<file path="src/rtl/c17_pkg.sv">
// c17_pkg
// Shared definitions for the pipelined C17 vector block:
//   - bounds on the pipeline depth
//   - per-bit result pair type and the C17 evaluation function
// The function works on one bit lane. Callers sweep it across the vector
// width, so the package needs no width parameter.
package c17_pkg;

  localparam int unsigned C17_DEPTH_MIN = 1;
  localparam int unsigned C17_DEPTH_MAX = 4;

  // Result of one bit lane: {r22, r23}
  typedef struct packed {
    logic r22;
    logic r23;
  } c17_bit_pair_t;

  // C17 equations on one lane. mode=1 complements both results.
  function automatic c17_bit_pair_t c17_eval(
    input logic g1,
    input logic g2,
    input logic g3,
    input logic g6,
    input logic g7,
    input logic mode
  );
    logic n8;
    logic n9;
    logic n10;
    logic n12;
    c17_bit_pair_t res;
    n8      = g6 & g3;
    n9      = g2 & ~n8;
    n10     = g1 & g3;
    n12     = g7 & ~n8;
    // XOR with mode gives the output polarity select without a branch
    res.r22 = (n9 | n10) ^ mode;
    res.r23 = (n9 | n12) ^ mode;
    return res;
  endfunction

endpackage : c17_pkg

</file>
<file path="src/rtl/c17_pipe_stage.sv">
// c17_pipe_stage
// One valid/ready register slice.
// Ports:
//   clock, reset        : rising-edge clock, synchronous active-high reset
//   up_valid, up_data   : incoming vector from the previous slice or the input
//   up_ready            : this slice can load this cycle
//   dn_valid, dn_data   : registered vector presented to the next slice
//   dn_ready            : next slice (or the consumer) can take dn_data
module c17_pipe_stage #(
  parameter int unsigned PAY_W = 16
) (
  input  logic             clock,
  input  logic             reset,
  input  logic             up_valid,
  input  logic [PAY_W-1:0] up_data,
  output logic             up_ready,
  output logic             dn_valid,
  output logic [PAY_W-1:0] dn_data,
  input  logic             dn_ready
);

  logic             valid_d;
  logic             valid_q;
  logic [PAY_W-1:0] data_d;
  logic [PAY_W-1:0] data_q;

  // An empty slot, or one whose contents leave this cycle, can load.
  // This term chains combinationally, so a full pipeline still accepts
  // every cycle while the consumer is ready.
  assign up_ready = ~valid_q | dn_ready;

  // Next-state: load on ready. Data is captured only with a valid
  // vector, so bubbles leave the previous contents in place.
  always_comb begin
    valid_d = valid_q;
    data_d  = data_q;
    if (up_ready) begin
      valid_d = up_valid;
      if (up_valid) begin
        data_d = up_data;
      end else begin
        data_d = data_q;
      end
    end else begin
      valid_d = valid_q;
    end
  end

  // Slice registers with synchronous reset
  always_ff @(posedge clock) begin
    if (reset) begin
      valid_q <= 1'b0;
      data_q  <= {PAY_W{1'b0}};
    end else begin
      valid_q <= valid_d;
      data_q  <= data_d;
    end
  end

  assign dn_valid = valid_q;
  assign dn_data  = data_q;

endmodule : c17_pipe_stage

</file>
<file path="src/rtl/c17_vec_pipe.sv">
// c17_vec_pipe
// Pipelined, vectorised C17 benchmark. The function is evaluated on the
// input side. It is then carried through DEPTH valid/ready slices.
// Ports:
//   clock, reset           : rising-edge clock, synchronous active-high reset
//   in_valid / in_ready    : input handshake
//   p_1gat..p_7gat, mode   : WIDTH-bit gate inputs and output polarity
//   out_valid / out_ready  : output handshake (outputs held while stalled)
//   p_22gat, p_23gat       : results, driven from the last slice registers
//   acc_count              : saturating count of accepted input vectors
module c17_vec_pipe
  import c17_pkg::*;
#(
  parameter int unsigned WIDTH = 8,
  parameter int unsigned DEPTH = 2,
  parameter int unsigned CNT_W = 16
) (
  input  logic             clock,
  input  logic             reset,
  input  logic             in_valid,
  output logic             in_ready,
  input  logic [WIDTH-1:0] p_1gat,
  input  logic [WIDTH-1:0] p_2gat,
  input  logic [WIDTH-1:0] p_3gat,
  input  logic [WIDTH-1:0] p_6gat,
  input  logic [WIDTH-1:0] p_7gat,
  input  logic             mode,
  output logic             out_valid,
  input  logic             out_ready,
  output logic [WIDTH-1:0] p_22gat,
  output logic [WIDTH-1:0] p_23gat,
  output logic [CNT_W-1:0] acc_count
);

  localparam int unsigned PAY_W = 2 * WIDTH;
  localparam logic [CNT_W-1:0] ACC_MAX = {CNT_W{1'b1}};
  localparam logic [CNT_W-1:0] ACC_ONE = {{(CNT_W-1){1'b0}}, 1'b1};

  logic [WIDTH-1:0] r22_s;
  logic [WIDTH-1:0] r23_s;
  c17_bit_pair_t    pair_s;

  // Index k is the input side of slice k. Index DEPTH is the consumer side.
  logic [DEPTH:0]   valid_s;
  logic [DEPTH:0]   ready_s;
  logic [PAY_W-1:0] data_s [DEPTH+1];

  logic [CNT_W-1:0] acc_d;
  logic [CNT_W-1:0] acc_q;

  // C17 function swept over every bit lane of the input vectors
  always_comb begin
    r22_s  = {WIDTH{1'b0}};
    r23_s  = {WIDTH{1'b0}};
    pair_s = '{r22: 1'b0, r23: 1'b0};
    for (int i = 0; i < WIDTH; i++) begin
      pair_s   = c17_eval(p_1gat[i], p_2gat[i], p_3gat[i],
                          p_6gat[i], p_7gat[i], mode);
      r22_s[i] = pair_s.r22;
      r23_s[i] = pair_s.r23;
    end
  end

  assign valid_s[0]     = in_valid;
  assign data_s[0]      = {r22_s, r23_s};
  assign ready_s[DEPTH] = out_ready;
  assign in_ready       = ready_s[0];

  for (genvar k = 0; k < DEPTH; k++) begin : g_stage
    c17_pipe_stage #(
      .PAY_W (PAY_W)
    ) u_stage (
      .clock    (clock),
      .reset    (reset),
      .up_valid (valid_s[k]),
      .up_data  (data_s[k]),
      .up_ready (ready_s[k]),
      .dn_valid (valid_s[k+1]),
      .dn_data  (data_s[k+1]),
      .dn_ready (ready_s[k+1])
    );
  end

  assign out_valid = valid_s[DEPTH];
  assign p_22gat   = data_s[DEPTH][PAY_W-1:WIDTH];
  assign p_23gat   = data_s[DEPTH][WIDTH-1:0];

  // Accepted-vector counter. It sticks at all-ones instead of wrapping.
  always_comb begin
    acc_d = acc_q;
    if (in_valid && ready_s[0] && (acc_q != ACC_MAX)) begin
      acc_d = acc_q + ACC_ONE;
    end else begin
      acc_d = acc_q;
    end
  end

  // Counter register. Reset also wins over a handshake in the same cycle.
  always_ff @(posedge clock) begin
    if (reset) begin
      acc_q <= {CNT_W{1'b0}};
    end else begin
      acc_q <= acc_d;
    end
  end

  assign acc_count = acc_q;

endmodule : c17_vec_pipe

</file>
<file path="config.mk">
export PLATFORM = sky130hd
export DESIGN_NAME = c17_vec_pipe
export DESIGN_NICKNAME = d
export VERILOG_FILES = /design/src/rtl/c17_pkg.sv /design/src/rtl/c17_pipe_stage.sv /design/src/rtl/c17_vec_pipe.sv
export SDC_FILE = /design/constraint.sdc
export NUM_CORES = 1
export LEC_CHECK = 0
export CAP_MARGIN = 20
export CORE_ASPECT_RATIO = 1.5
export CORE_MARGIN = 5
export CORE_UTILIZATION = 45
export DETAILED_ROUTE_END_ITERATION = 6
export PLACE_DENSITY = 0.87
export REMOVE_ABC_BUFFERS = 1
export SLEW_MARGIN = 20
export SYNTH_ARGS = -nofsm -noshare
export SYNTH_HDL_FRONTEND = slang
export SYNTH_HIERARCHICAL = 1
export SYNTH_SLANG_ARGS = --single-unit
</file>
<file path="constraint.sdc">
create_clock -name clock -period 3.7 [get_ports clock]
set_clock_uncertainty 0.05 [all_clocks]
set_input_delay 0.74 -clock clock [delete_from_list [all_inputs] [get_ports clock]]
set_output_delay 0.74 -clock clock [all_outputs]
set_load 0.03 [all_outputs]
</file>
==> impl_metrics.json, run 1 <==
{
  "result_of_the_run": "finished, final reports clean",
  "syn_to_final_growth_pct": 30.50,
  "layout.cells.most_common_list": "sky130_fd_sc_hd__clkdlybuf4s50_1, sky130_fd_sc_hd__dfxtp_1, sky130_fd_sc_hd__nand3_1, sky130_fd_sc_hd__a21bo_1, sky130_fd_sc_hd__a21oi_2",
  "synth_top_family_by_area": "compound AO/OA/AOI/OAI gates",
  "die_width_um": 73.57,
  "gr-total-overflow": 0,
  "post_layout_nonfiller_instances": 435,
  "setup.worst_path.class": "in2out",
  "ant_nets": 0,
  "holdBufCountCts": 0,
  "distinct_cell_type_count_after_synthesis": 42,
  "timing.final.max_slew_violations": 0,
  "die-area_um2": 7751,
  "timing.setup.tns_ps": 0,
  "synth-compound-area-share": 0.3147,
  "start_util": 0.4646,
  "timing.final.crit_period_ps": 3067,
  "clkSlewWorstSetupHoldPaths_ps": 90,
  "worst_hold_path_type": "reg2reg",
  "clock_sink_total": 50,
  "final-hold-violation-count": 0,
  "grt_first_pass_wirelength_um": 10520,
  "reg2reg_to": "acc_count[10]",
  "regToRegStartpoint": "acc_count[0]",
  "fin_crit_sh": 0.8288,
  "vias_in_the_first_global_route": 2405,
  "clock_tree.buffer_depth": 2,
  "setup-violations-final": 0,
  "reg2reg_depth": 5,
  "layout.core_utilization": 0.6064,
  "final_nets": 408,
  "ios": 79,
  "drt-vias-per-instance": 5.648,
  "initial_antenna_violation_count": 0,
  "synth_xor_area_frac": 0.05138,
  "maxCapViolCount": 0,
  "layout_commonest_cell": "sky130_fd_sc_hd__clkdlybuf4s50_1",
  "timing.critical_path.from": "out_ready",
  "wire_per_inst_um": 14.32,
  "rrSetupSlack_ps": 1450,
  "maxClockFrequency_ghz": 0.3261,
  "synth.yosys.seq_area_share": 0.3670,
  "syn_area_um2": 2728,
  "postcts_resize_cnt": 0,
  "route.vias.total": 2457,
  "dr.pass1.iters": 4,
  "drc": 0,
  "cts_buffers": 5,
  "worstPathRequired_ps": 2910,
  "dp_hpwl_um": 4534,
  "power.density_cell_area_nw_per_um2": 310.4,
  "ys_ff_latch": 50,
  "portBuffers": 78,
  "globalRouteTotalUtil": 0.1640,
  "num_antenna_cells": 0,
  "timing.max_slew.rel_slack": 0.4056,
  "drt_iter0_drc": 108,
  "gpl.final_weighted_congestion": 0.8448,
  "post_syn_instances": 298,
  "wl_um": 6229,
  "postSynthAreaPerCell_um2": 9.153,
  "cts_tree": "built",
  "unrepaired_setup_endpoints_after_global_routing": "no",
  "timing_worst_slew_pin_value_ps": 888.8,
  "worst-endpoint-arrival_ps": 2280,
  "path_max_fanout": 17,
  "height_of_the_die_um": 105.4,
  "yosys.area_share.adder": 0.004587,
  "end_kind": "output pin",
  "worst_skew_pair.late_latency_ps": 300,
  "worst_setup_path_start_kind": "input pin",
  "placed_cells": 427,
  "worst_setup_path_endpoint": "in_ready",
  "layout-drive-gt1-share": 0.1460,
  "synth_simple_gate_area_share": 0.1839,
  "total_power_mw": 1.105,
  "vdd_ir_drop_max_v": 0.0002075,
  "cts.htree.levels": 2,
  "clockRootBuffer": "sky130_fd_sc_hd__clkbuf_8",
  "synth.yosys.warnings": 6,
  "maximum_number_of_pins_on_one_net_before_global_route_repair": 34,
  "leakage_nw": 1.214,
  "rows": 34,
  "post-cts-setup-buffers": 0,
  "fp.coreArea_um2": 5871,
  "synthMuxAreaShare": 0.01193
}
-- stage by stage --
stage / setup WS [ps] / area [um^2] / hold slack [ps]
floorplan: 975.5 / 2565 / 382.1
CTS: 624.4 / 3560 / 419.1
global route: 589.1 / 3560 / 445.3
global placement: 639.3 / 3468 / 401.0
finish: 633.4 / 3560 / 412.7
detailed placement: 634.5 / 3468 / 406.1
-- cells in the mapped netlist --
cell type                   n  area, um^2
sky130_fd_sc_hd__o311a_1    1       10.01
sky130_fd_sc_hd__clkbuf_1   6       22.52
sky130_fd_sc_hd__a211oi_1   3       22.52
sky130_fd_sc_hd__or3_1      3       18.77
sky130_fd_sc_hd__a21oi_2   24       210.2
sky130_fd_sc_hd__a21oi_1   19       95.09
sky130_fd_sc_hd__a311oi_1   1       8.760
sky130_fd_sc_hd__buf_4      1       7.510
sky130_fd_sc_hd__nand3_1   35       175.2
sky130_fd_sc_hd__and4_1     1       8.760
sky130_fd_sc_hd__a31oi_1    1       6.260
sky130_fd_sc_hd__inv_1      5       18.77
sky130_fd_sc_hd__buf_6      6       67.56
sky130_fd_sc_hd__nor3_1     5       25.02
sky130_fd_sc_hd__nor2b_1    2       12.51
sky130_fd_sc_hd__nand2b_4   2       27.53
sky130_fd_sc_hd__nor2_1     4       15.01
sky130_fd_sc_hd__nand3_2    1       10.01
sky130_fd_sc_hd__mux2_2     2       22.52
sky130_fd_sc_hd__or4_1      4       30.03
sky130_fd_sc_hd__a21bo_1   24       240.2
sky130_fd_sc_hd__and3_1     2       12.51
sky130_fd_sc_hd__ha_1       1       12.51
sky130_fd_sc_hd__xnor2_1   16       140.1
sky130_fd_sc_hd__a41oi_1    2       17.52
sky130_fd_sc_hd__o31ai_1    4       30.03
sky130_fd_sc_hd__o21ai_0   12       60.06
sky130_fd_sc_hd__mux2i_1    1       10.01
sky130_fd_sc_hd__o41ai_1    1       8.760
sky130_fd_sc_hd__or3_4      1       11.26
sky130_fd_sc_hd__nor4_1     2       12.51
sky130_fd_sc_hd__dfxtp_1   50        1001
sky130_fd_sc_hd__and2_1     1       6.260
sky130_fd_sc_hd__a22oi_1    8       60.06
sky130_fd_sc_hd__nand4_1    3       18.77
sky130_fd_sc_hd__o311ai_0   1       8.760
sky130_fd_sc_hd__clkbuf_2   2       10.01
sky130_fd_sc_hd__nand2_1   20       75.07
sky130_fd_sc_hd__nor4_4     1       21.27
sky130_fd_sc_hd__a21bo_2    8       80.08
sky130_fd_sc_hd__buf_2     11       55.05
sky130_fd_sc_hd__nand4_4    1       21.27
-- power by group --
| group | total [mW] | switching, mW | internal, mW |
|---|---|---|---|
| sequential | 0.574 | 0.0143 | 0.560 |
| clock | 0.327 | 0.176 | 0.151 |
| combinational | 0.204 | 0.0956 | 0.108 |
| total | 1.10 | 0.286 | 0.819 |
-- worst min-delay path by stage --
stage,start,end,depth (start not counted)
6_report,g_stage[0].u_stage/dn_data[12],g_stage[1].u_stage/dn_data[12],2
5_1_grt,g_stage[0].u_stage/dn_data[12],g_stage[1].u_stage/dn_data[12],2
4_1_cts,g_stage[0].u_stage/dn_data[12],g_stage[1].u_stage/dn_data[12],2
3_5_place_dp,g_stage[0].u_stage/dn_data[12],g_stage[1].u_stage/dn_data[12],2
3_3_place_gp,g_stage[0].u_stage/dn_data[12],g_stage[1].u_stage/dn_data[12],2
2_1_floorplan,g_stage[0].u_stage/dn_data[12],g_stage[1].u_stage/dn_data[12],2
-- critical path: stages --
cell and delay (ps):
sky130_fd_sc_hd__clkdlybuf4s50_1 460, sky130_fd_sc_hd__nand2b_4 120, sky130_fd_sc_hd__nand2b_4 230, sky130_fd_sc_hd__clkdlybuf4s50_1 720
-- metal layers --
layer  track usage  part of all wire  vias to the layer above
met5             0                 0                        -
met4       0.05570             0.012                        0
met3       0.04762             0.085                        6
met2        0.2836              0.51                       80
met1        0.1879              0.40                     1151
li1              -                 -                     1220
-- registers in the layout (all words and copies together) (netlist names) --
register                  cells
acc_count                    16
g_stage.u_stage/dn_data      32
g_stage.u_stage/dn_valid      2
-- layout make-up --
cell class	instances	area, um^2
Sequential cell	50	1001
Tap cell	72	90.09
Clock inverter	1	5.005
Timing Repair Buffer	83	813.3
Clock buffer	7	86.33
Fill cell	510	2311
Multi-Input combinational cell	217	1545
Inverter	5	18.77
-- logic make-up (layout without fill, tap and decap cells) --
logic type,after synthesis,count (layout)
compound gates,109,109
xor+xnor,16,16
fa+ha+maj,1,1
buf+inv,31,96
flops,50,50
mux,3,3
simple gates,88,88
No activity file was read; power rests on OpenSTA's default activity.
==> run 2, diff against run 1 <==
- clock period: 3.7 -> 3.1 ns (I/O delays scaled with it)
==> impl_metrics.json, run 2 (synthesis results as in run 1) <==
{
  "result_of_the_run": "finished, final reports clean",
  "largest_reg_flops": 32,
  "final_nets": 410,
  "timing.final.max_slew_violations": 0,
  "cts_tree": "built",
  "wire_per_inst_um": 13.77,
  "num_antenna_cells": 0,
  "timing.max_slew.rel_slack": 0.6376,
  "timing_worst_slew_pin_value_ps": 539.4,
  "syn_to_final_growth_pct": 30.96,
  "path_max_fanout": 35,
  "ant_nets": 0,
  "holdBufCountCts": 0,
  "rrSetupSlack_ps": 880,
  "dpl_cell_area_um2": 3481,
  "fp.coreArea_um2": 5871,
  "drc": 0,
  "height_of_the_die_um": 105.4,
  "setup-violations-final": 0,
  "layout-drive-gt1-share": 0.1562,
  "dr.pass1.iters": 4,
  "clkSlewWorstSetupHoldPaths_ps": 100,
  "layout.cells.most_common_list": "sky130_fd_sc_hd__clkdlybuf4s50_1, sky130_fd_sc_hd__dfxtp_1, sky130_fd_sc_hd__nand3_1, sky130_fd_sc_hd__a21bo_1, sky130_fd_sc_hd__a21oi_2",
  "post-cts-setup-buffers": 0,
  "start_util": 0.4646,
  "dp_hpwl_um": 4474,
  "worst_skew_pair.late_latency_ps": 310,
  "gr-total-overflow": 0,
  "reg2reg_depth": 5,
  "die-area_um2": 7751,
  "share_comb_of_total_power": 0.185,
  "cts.htree.levels": 2,
  "timing.setup.tns_ps": 0,
  "final-hold-violation-count": 0,
  "maxClockFrequency_ghz": 0.3939,
  "power.density_cell_area_nw_per_um2": 369.0,
  "maximum_number_of_pins_on_one_net_before_global_route_repair": 36,
  "unrepaired_setup_endpoints_after_global_routing": "no",
  "timing.critical_path.from": "out_ready",
  "intPower_mw": 0.9624,
  "globalRouteTotalUtil": 0.1582,
  "worst-endpoint-arrival_ps": 1870,
  "rows": 34,
  "worst_setup_path_start_kind": "input pin",
  "vias_in_the_first_global_route": 2345,
  "worst_hold_path_type": "reg2reg",
  "finish.instance_area_um2": 3572,
  "layout_commonest_cell": "sky130_fd_sc_hd__clkdlybuf4s50_1",
  "cts_buffers": 5,
  "regToRegStartpoint": "acc_count[0]",
  "postcts_resize_cnt": 0,
  "maxCapViolCount": 0,
  "drt_iter0_drc": 121,
  "clock_tree.buffer_depth": 2,
  "ios": 79,
  "die_width_um": 73.57,
  "portBuffers": 78,
  "clock_sink_total": 50,
  "vdd_ir_drop_max_v": 0.0002239,
  "net-switching-power_mw": 0.3559,
  "setup.worst_path.class": "in2out",
  "grt_first_pass_wirelength_um": 10120,
  "worstPathRequired_ps": 2430,
  "gpl.final_weighted_congestion": 0.8972,
  "swShare": 0.2700,
  "end_kind": "output pin",
  "initial_antenna_violation_count": 0,
  "clockRootBuffer": "sky130_fd_sc_hd__clkbuf_8",
  "wl_um": 6017,
  "drt-vias-per-instance": 5.572,
  "fin_crit_sh": 0.8189,
  "leakage_nw": 1.224,
  "worst_setup_path_endpoint": "in_ready",
  "p_seq_frac": 0.519,
  "timing.final.crit_period_ps": 2539,
  "reg2reg_to": "acc_count[10]",
  "share_clk_of_total_power": 0.296,
  "route.vias.total": 2435
}
run 2: cell count changes in the layout (fill, tap and decap cells not counted), sizes merged:
cell,before,now
clkbuf,7,5
inv,5,7
clkdlybuf4s50,77,76
buf,6,9
run 2: stage by stage:
step / util / total power [mW] / instances / hold WS, ps / setup slack [ps]
after global routing: 0.6085 / 1.382 / 437 / 438.3 / 510.5
after detailed placement: 0.5929 / 0.9448 / 429 / 407.3 / 311.0
after global placement: 0.5929 / 0.9381 / 429 / 401.9 / 403.8
after CTS: 0.6085 / 1.337 / 437 / 422.5 / 559.6
final: 0.6085 / 1.318 / 437 / 414.8 / 561.3
after floorplan: - / 0.8213 / 272 / 382.1 / 495.5
run 2: power by group through the flow:
stage | sequential, mW | combinational, mW | clock [mW]
6_report | 0.684 | 0.244 | 0.390
5_1_grt | 0.688 | 0.266 | 0.428
4_1_cts | 0.684 | 0.246 | 0.406
3_5_place_dp | 0.699 | 0.246 | 0
3_3_place_gp | 0.699 | 0.240 | 0
2_1_floorplan | 0.718 | 0.103 | 0
run 2: layout make-up:
type	instances	area, um^2
sequential	50	1001
inverter	5	18.77
fill	515	2298
multi-input combinational	217	1545
clock inverter	3	22.52
timing repair buffer	85	825.8
tap	72	90.09
clock buffer	5	68.82
run 2: critical path, stage by stage:
cell	delay, ps
sky130_fd_sc_hd__clkdlybuf4s50_1	460
sky130_fd_sc_hd__nand2b_4	120
sky130_fd_sc_hd__nand2b_4	110
sky130_fd_sc_hd__buf_4	320
sky130_fd_sc_hd__buf_4	230
run 2: worst min-delay path by stage:
stage | from | cells past startpoint | end | slack, ps
4_1_cts | g_stage[0].u_stage/dn_data[12] | 2 | g_stage[1].u_stage/dn_data[12] | 420
3_5_place_dp | g_stage[0].u_stage/dn_data[12] | 2 | g_stage[1].u_stage/dn_data[12] | 410
2_1_floorplan | g_stage[0].u_stage/dn_data[12] | 2 | g_stage[1].u_stage/dn_data[12] | 380
6_report | g_stage[0].u_stage/dn_data[12] | 2 | g_stage[1].u_stage/dn_data[12] | 410
3_3_place_gp | g_stage[0].u_stage/dn_data[15] | 2 | g_stage[1].u_stage/dn_data[15] | 400
5_1_grt | g_stage[0].u_stage/dn_data[12] | 2 | g_stage[1].u_stage/dn_data[12] | 440
run 2: layer usage:
metal | GRT usage | routed length, um
met2 | 0.2652 | 3026
met5 | 0 | 0
met1 | 0.1887 | 2408
met3 | 0.03429 | 470
met4 | 0.06995 | 112
==> edit, RTL diff (flow settings as in run 1) <==
Register the output `acc_count` once more, cleared by the reset; this adds one clock of latency there. The other outputs are not delayed to match.
--- a/src/rtl/c17_vec_pipe.sv
+++ b/src/rtl/c17_vec_pipe.sv
@@ -105,5 +105,11 @@
   end
 
-  assign acc_count = acc_q;
+  always_ff @(posedge clock) begin
+    if (reset) begin
+      acc_count <= '0;
+    end else begin
+      acc_count <= acc_q;
+    end
+  end
 
 endmodule : c17_vec_pipe
Function: changed (a bounded check fails within 4 cycles, from zero or initial values and one cycle with reset high).
==> edit against run 1 <==
  * Via count is 5.9% higher
  * Sequential cell count rose by 16
  * Cell count is 9.4% higher
  * Final area rose by 16%
  * First-iteration DRC count grew 82%
  * Global-route usage decreased by 0.79 points
  * Fmax is 2.3% higher
  * Synthesized area is 17% higher
  * Worst setup slack gained 0.068 ns
  * Count of clock-buffer cells in the layout rose by 7
  * Clock power rose by 84%
  * Routed wire length grew 8.9%
  * Power is 40% higher
  * Critical endpoint unchanged
==> edit: results (changes against run 1) <==
sequential fraction of the synthesis area=41.5% (was 36.7%); routed length per placed instance=14.2 µm (was 14.3 µm); HPWL after detailed placement=4820 µm (was 4530 µm); antenna cells=0 (unchanged); total detailed-routing wirelength=6780 µm (was 6230 µm); clock root buffer master=sky130_fd_sc_hd__clkbuf_8 (unchanged); Async S/R FF share, synth=0% (unchanged); leakage=1.49 nW (was 1.21 nW); Final Net Count=439 (was 408); largest net degree at the start of global routing=50 (was 34); Worst Tran Pin Value=1.02 ns (was 0.889 ns); clock buffers created by TritonCTS=9 (was 5); port bufs=78 (unchanged); maximum fanout count along the critical path=11 (was 17); synthesized instance count=325 (was 298); maximum level of the CTS H-tree=3 (was 2); cell count after placement=460 (was 427); clock buffer depth=2 (unchanged); initial antenna violation count=0 (unchanged); number of cells traversed by the worst register-to-register path=6 (was 5); buffer count from post-CTS setup fixing=0 (unchanged); internal power=1.19 mW (was 0.819 mW); leading cell types by total area after synthesis=sky130_fd_sc_hd__dfxtp_1 (41%), sky130_fd_sc_hd__a21bo_1 (7.5%), sky130_fd_sc_hd__a21oi_2 (6.6%) (was sky130_fd_sc_hd__dfxtp_1 (37%), sky130_fd_sc_hd__a21bo_1 (8.8%), sky130_fd_sc_hd__a21oi_2 (7.7%)); number of filler cells placed in the layout=585 (was 510); number of violations reported at the end of detailed-routing iteration 0=197 (was 108); top cell types by occurrence after synthesis=sky130_fd_sc_hd__dfxtp_1 (66), sky130_fd_sc_hd__nand3_1 (38), sky130_fd_sc_hd__a21bo_1 (24), sky130_fd_sc_hd__a21oi_2 (24) (was sky130_fd_sc_hd__dfxtp_1 (50), sky130_fd_sc_hd__nand3_1 (35), sky130_fd_sc_hd__a21bo_1 (24), sky130_fd_sc_hd__a21oi_2 (24), sky130_fd_sc_hd__nand2_1 (20)); CTS clk-pin slew, worst paths=0.07 ns (was 0.09 ns); DRC violation count after routing=0 (unchanged); layout cell share with drive strength beyond 1=16.1% (was 14.6%); number of optimization iterations in the first detailed-route pass=4 (unchanged); Largest register FFs=32 (unchanged); global-route wire length before repair=11,200 µm (was 10,500 µm); gpl congestion=0.796 (was 0.845); count of warnings emitted by yosys=6 (unchanged); peak supply drop=172 µV (was 208 µV); Via Count=2,601 (was 2,457); count of cell types in the netlist=42 (unchanged); run status=complete, no violations (unchanged); number of gates resized after CTS=0 (unchanged); WP data arrival=2.21 ns (was 2.28 ns); total track usage=15.6% (was 16.4%); worst hold path cell count=2 (unchanged); classification of the worst-slack hold path=reg2reg (unchanged); Worst-Skew Late Latency=0.34 ns (was 0.30 ns)
[edit: power groups by stage]
| stage | registers (mW) | clock network [mW] | logic (mW) |
|---|---|---|---|
| 2_1_floorplan | 0.775 | 0 | 0.0856 |
| 4_1_cts | 0.745 | 0.621 | 0.203 |
| 5_1_grt | 0.748 | 0.653 | 0.217 |
| 3_3_place_gp | 0.760 | 0 | 0.197 |
| 3_5_place_dp | 0.761 | 0 | 0.202 |
| 6_report | 0.746 | 0.603 | 0.201 |
[edit: final cells by class]
type,instances,share of cell area [%]
multi-input combinational,229,40.6
clock inverter,2,0.851
sequential,66,32.1
tap,78,2.37
clock buffer,14,3.95
timing repair buffer,83,19.8
inverter,4,0.365
[edit: final timing paths]
check	startpoint	endpoint	slack [ns]
worst min-delay path	g_stage[0].u_stage/dn_data[12]	g_stage[1].u_stage/dn_data[12]	0.42
worst max register to register	g_stage[1].u_stage/dn_valid	acc_q[15]	1.64
worst max-delay path	out_ready	in_ready	0.70
worst min register to register	g_stage[0].u_stage/dn_data[12]	g_stage[1].u_stage/dn_data[12]	0.42
[edit: kinds of logic (layout without fill, tap and decap cells)]
| group | after synthesis | in the layout | share of synthesized area [%] |
|---|---|---|---|
| AO/OA/AOI/OAI | 93 | 93 | 23.8 |
| XOR/XNOR | 16 | 16 | 4.40 |
| adder cells (fa/ha/maj) | 1 | 1 | 0.393 |
| buffers and inverters | 30 | 103 | 6.09 |
| flip-flops | 66 | 66 | 41.5 |
| multiplexers | 9 | 9 | 3.18 |
| AND/OR/NAND/NOR | 110 | 110 | 20.7 |
[edit: worst max-delay path, cell delays in order]
cell	delay, ns
sky130_fd_sc_hd__clkdlybuf4s50_1	0.45
sky130_fd_sc_hd__nand2b_4	0.12
sky130_fd_sc_hd__nand2b_4	0.19
sky130_fd_sc_hd__clkdlybuf4s50_1	0.70
[edit: metrics by stage]
step           area (µm²)  total power [mW]  setup WS, ns
2_1_floorplan        3010             0.860         0.896
3_3_place_gp         3920             0.957         0.704
3_5_place_dp         3920             0.963         0.704
4_1_cts              4120              1.57         0.696
5_1_grt              4120              1.62         0.663
6_report             4120              1.55         0.702
[edit: per-layer routing]
layer  routed length, µm  track usage (%)  up-vias
li1                    -                -     1290
met1                2730             16.6     1205
met2                3420             27.4       93
met3                 479             4.94       13
met4                 159             7.82        0
met5                   0                0        -
